--- config.mk ---
export PLATFORM = sky130hd
export DESIGN_NAME = my_uart_rx
export DESIGN_NICKNAME = d
export VERILOG_FILES = /design/src/rtl/my_uart_rx_pkg.sv /design/src/rtl/uart_rx_sync.sv /design/src/rtl/my_uart_rx.sv
export SDC_FILE = /design/constraint.sdc
export NUM_CORES = 1
export LEC_CHECK = 0
export BUFFER_PORTS_ARGS = -buffer_cell sky130_fd_sc_hd__buf_2
export CAP_MARGIN = 40
export CORE_MARGIN = 1
export CORE_UTILIZATION = 51
export CTS_CLUSTER_SIZE = 40
export DETAILED_ROUTE_END_ITERATION = 12
export GPL_TIMING_DRIVEN = 0
export MAX_ROUTING_LAYER = met4
export PLACE_DENSITY = 0.77
export RECOVER_POWER = 50
export SYNTH_ARGS = -nofsm -noshare
export SYNTH_HDL_FRONTEND = slang
export SYNTH_HIERARCHICAL = 1
export SYNTH_SLANG_ARGS = --single-unit
export TNS_END_PERCENT = 1
--- constraint.sdc ---
create_clock -name clk -period 2 [get_ports clk]
set_input_delay 0.2 -clock clk [delete_from_list [all_inputs] [get_ports clk]]
set_output_delay 0.2 -clock clk [all_outputs]
set_load 0.03 [all_outputs]
--- src/rtl/my_uart_rx_pkg.sv ---
// Shared constants and state encoding for the UART receiver.
package my_uart_rx_pkg;

    localparam int DATA_BITS        = 8;
    localparam int CLKS_PER_BIT_DEF = 16;

    typedef logic [2:0] state_t;

    localparam state_t S_IDLE   = 3'd0;
    localparam state_t S_START  = 3'd1;
    localparam state_t S_DATA   = 3'd2;
    localparam state_t S_PARITY = 3'd3;
    localparam state_t S_STOP   = 3'd4;

endpackage

--- src/rtl/uart_rx_sync.sv ---
// Two-flop synchronizer for the asynchronous serial line.
module uart_rx_sync (
    input  logic clk,
    input  logic rst_n,
    input  logic d,
    output logic q
);

    logic meta;

    always_ff @(posedge clk or negedge rst_n) begin
        if (!rst_n) begin
            meta <= 1'b1;
            q    <= 1'b1;
        end else begin
            meta <= d;
            q    <= meta;
        end
    end

endmodule

--- src/rtl/my_uart_rx.sv ---
// UART receiver: 8 data bits, LSB first, one parity bit, one stop bit.
// Define UART_RX_MAJORITY_EN for 2-of-3 majority sampling around mid-bit.
import my_uart_rx_pkg::*;

module my_uart_rx #(
    parameter int CLKS_PER_BIT = CLKS_PER_BIT_DEF,
    parameter bit PARITY_ODD   = 1'b0
) (
    input  logic       clk,
    input  logic       rst_n,
    input  logic       rx,
    output logic [7:0] dataout,
    output logic       rx_ok,
    output logic       err_check,
    output logic       err_frame
);

    localparam int CW = $clog2(CLKS_PER_BIT);
    localparam int IW = $clog2(DATA_BITS);
    localparam logic [CW-1:0] CNT_LAST = CW'(CLKS_PER_BIT - 1);
    localparam logic [CW-1:0] CNT_HALF = CW'(CLKS_PER_BIT / 2 - 1);
    localparam logic [IW-1:0] IDX_LAST = IW'(DATA_BITS - 1);

    state_t               state;
    logic [CW-1:0]        cnt;
    logic [IW-1:0]        idx;
    logic [DATA_BITS-1:0] shreg;
    logic                 perr;
    logic                 rx_s;
    logic                 rx_d;
    logic                 fall;
    logic                 smp;

    uart_rx_sync u_sync (
        .clk   (clk),
        .rst_n (rst_n),
        .d     (rx),
        .q     (rx_s)
    );

    always_ff @(posedge clk or negedge rst_n) begin
        if (!rst_n) rx_d <= 1'b1;
        else        rx_d <= rx_s;
    end

    assign fall = rx_d & ~rx_s;

`ifdef UART_RX_MAJORITY_EN
    // Window is rx_d2/rx_d/rx_s, so decision points stay where they are.
    logic rx_d2;

    always_ff @(posedge clk or negedge rst_n) begin
        if (!rst_n) rx_d2 <= 1'b1;
        else        rx_d2 <= rx_d;
    end

    assign smp = (rx_d2 & rx_d) | (rx_d2 & rx_s) | (rx_d & rx_s);
`else
    assign smp = rx_s;
`endif

    always_ff @(posedge clk or negedge rst_n) begin
        if (!rst_n) begin
            state     <= S_IDLE;
            cnt       <= '0;
            idx       <= '0;
            shreg     <= '0;
            perr      <= 1'b0;
            dataout   <= '0;
            rx_ok     <= 1'b0;
            err_check <= 1'b0;
            err_frame <= 1'b0;
        end else begin
            rx_ok <= 1'b0;
            unique case (state)
                S_IDLE: begin
                    cnt <= '0;
                    idx <= '0;
                    if (fall) state <= S_START;
                end
                S_START: begin
                    if (cnt == CNT_HALF) begin
                        cnt   <= '0;
                        state <= smp ? S_IDLE : S_DATA;
                    end else begin
                        cnt <= cnt + 1'b1;
                    end
                end
                S_DATA: begin
                    if (cnt == CNT_LAST) begin
                        cnt        <= '0;
                        shreg[idx] <= smp;
                        idx        <= idx + 1'b1;
                        if (idx == IDX_LAST) state <= S_PARITY;
                    end else begin
                        cnt <= cnt + 1'b1;
                    end
                end
                S_PARITY: begin
                    if (cnt == CNT_LAST) begin
                        cnt   <= '0;
                        perr  <= ((^shreg) ^ smp) != PARITY_ODD;
                        state <= S_STOP;
                    end else begin
                        cnt <= cnt + 1'b1;
                    end
                end
                S_STOP: begin
                    // Leaving at mid-stop lets the next start edge be seen.
                    if (cnt == CNT_LAST) begin
                        cnt       <= '0;
                        dataout   <= shreg;
                        err_check <= perr;
                        err_frame <= ~smp;
                        rx_ok     <= ~perr & smp;
                        state     <= S_IDLE;
                    end else begin
                        cnt <= cnt + 1'b1;
                    end
                end
                default: state <= S_IDLE;
            endcase
        end
    end

endmodule

==> metrics.yaml <==
status: "finished, final reports clean"
cp-start-kind: "flip-flop"
drive_above_1_share_pct: 33.33
cp_max_fo: 6
ys_types: 45
async_flop_share_pct: 100.0
leakagePower_nw: 0.9413
final_nets: 167
synth_area_mm2: 0.001713
period_share_pct: 94.01
vias_per_cell: 5.539
reg2reg_to: "shreg[5]"
avgSynthCellArea_um2: 12.32
crit_end: "shreg[5]"
path_cells: "ha_2 -> and3_1 -> buf_4 -> nand4b_4 -> nor3b_2 -> mux2_1"
grt_max_degree: 34
power_density_mw_per_mm2: 975.6
clkTransAtPathRegs_ns: 0.10
hold_viol_final: 0
synth_enable_flop_cells: 0
antenna_found_initial: 0
grtUsageTotal_pct: 21.75
fmax_ghz: 0.5319
fp.coreArea_mm2: 0.003128
timing.setup.tns_ns: 0
grt_overflow: 0
critPathSlowestCell: "dfrtp_1"
rrSetupSlack_ns: 0.12
dieArea_mm2: 0.003595
hp-class: "reg -> reg"
postSynthCellCount: 139
dp.cells: 196
drt_iter0_drc: 37
crit_path_start: "cnt[0]"
grt_pass1_vias: 1180
postCtsSetupBuffers: 0
period_needed_ns: 1.880
wire_per_inst_um: 15.41
cts_max_path_buffers: 2
h-tree-depth: 2
clock_skew_ns: 0.01245
vdd_drop_max_mv: 0.4428
synth_fp_nets: 145
worstPathRequired_ns: 2.23
place_congestion: 0.8268
rsz0062_at_grt: "no"
port_buffers: 13
yosys_most_used_dff: "dfrtp_1"
rows: 20
grt_pass1_wl_um: 5492
start_util_pct: 54.76
slowest_delay_ns: 0.45
drt-total-wl_um: 3175
seq_area_frac_synth_pct: 48.43
slew_headroom_pct: 46.09
diodes: 0
worst-r2r-cell-count: 6
ys_seq_elements: 33
cts.sinks: 33
cts_root_buffer: "clkbuf_4"
crit_arrival_ns: 2.11
postRouteAntennaNets: 0
drcViolationCount: 0
max_cap_violations: 0
dpl.hpwl_um: 2167
die_h_um: 59.96
tritoncts: "done"
io-pin-count: 14
worst-setup-path-type: "reg -> reg"
tightest_slew_ns: 0.8087
syn2layout_area_growth_pct: 12.27
yosysWarningCount: 6
setup_violations: 0
clkLatencyLatePin_ns: 0.35
drtPass1Iterations: 4
cp-end-kind: "flip-flop"
drv_slew: 0
vias: 1141
cts_made_buffers: 5
instances_no_fill: 206
reg2reg_from: "cnt[0]"
die_x_um: 59.96
## power breakdown
| group | internal [mW] | leakage, nW | switching [mW] |
|---|---|---|---|
| Clock | 0.204 | 0.0413 | 0.229 |
| Sequential | 0.756 | 0.434 | 0.100 |
| Combinational | 0.258 | 0.466 | 0.330 |
| Total | 1.22 | 0.941 | 0.658 |
## state kept, by name, summed over array words and instances, names as in the netlist
signal,count
cnt,4
u_sync/q,1
u_sync/meta,1
rx_d,1
idx,3
err_frame,1
perr,1
shreg,8
state,3
err_check,1
dataout,8
rx_ok,1
## layer usage
| metal | part of all wire, % | track usage, % | routed length, µm |
|---|---|---|---|
| met3 | 4.0 | 6.494 | 128 |
| met2 | 48 | 33.02 | 1513 |
| met5 | 0 | - | 0 |
| met4 | 1.5 | 7.309 | 48 |
| met1 | 47 | 27.70 | 1484 |
## what timing repair did
action	CTS	global route
endpoints found under the hold margin	31	0
resized for setup	0	1
setup endpoints to repair	0	7
hold buffers	2	0
## kinds of logic after synthesis
family / synth area share (%)
compound gates: 9.789
xor+xnor: 4.894
fa+ha+maj: 2.776
buf+inv: 3.652
flops: 48.43
mux: 14.61
simple gates: 15.85
## critical path: cells and delay by family, from the launching register on
family	cells	cell delay [ns]
buf+inv	1	0.17
simple gates	3	0.51
fa+ha+maj	1	0.28
mux	1	0.35
flops	1	0.45
## stage by stage
step | hold slack [ns] | instance area, µm² | util, % | worst slack (ns) | power (mW)
4_1_cts | 0.3656 | 1923 | 61.48 | 0.02337 | 1.873
3_3_place_gp | 0.2853 | 1833 | 58.60 | 0.1669 | 1.397
3_5_place_dp | 0.2997 | 1833 | 58.60 | 0.05282 | 1.447
6_report | 0.3687 | 1923 | 61.48 | 0.1199 | 1.876
5_1_grt | 0.3764 | 1923 | 61.48 | 0.02181 | 2.002
2_1_floorplan | -0.09559 | 1713 | - | 0.3005 | 1.305
## placed cells by master, fill, tap and decap left out, drive strengths merged, types with 4 or more instances in the layout
master  Yosys  routed
nor3b       4       4
nor2        8       8
clkbuf      2      12
a22o        5       5
nand2       7       7
mux2       19      19
buf         8      18
nand3       8       8
dfrtp      30      30
xnor2       5       5
o21ai       5       5
## layout make-up
type	count	area, µm²
clock inverters	1	5.005
well taps	44	55.05
fillers	256	1205
repair buffers	15	82.58
plain buffers	10	58.81
flip-flops and latches	33	829.5
clock buffers	7	65.06
inverters	1	3.754
multi-input cells	95	823.3
## how the worst min path moves through the flow
stage,depth (start not counted),endpoint,from
floorplan,0,cnt[0],rst_n
CTS,0,u_sync/q,u_sync/meta
finish,0,u_sync/q,u_sync/meta
global placement,1,cnt[1],rst_n
detailed placement,1,cnt[3],rst_n
global route,0,u_sync/q,u_sync/meta
## Yosys cell counts (3+ instances only)
cell,number,area (µm²)
a21oi_1,3,15.01
mux2_4,7,105.1
nand3_1,6,30.03
mux2_2,7,78.83
nand2_1,7,26.28
mux2_1,5,56.30
a22o_1,3,26.28
dfstp_2,3,78.83
o21ai_0,5,25.02
buf_2,5,25.02
xnor2_1,5,43.79
ha_1,3,37.54
dfrtp_1,30,750.7
nor2_1,8,30.03
Power figures use the tool's default switching activity.
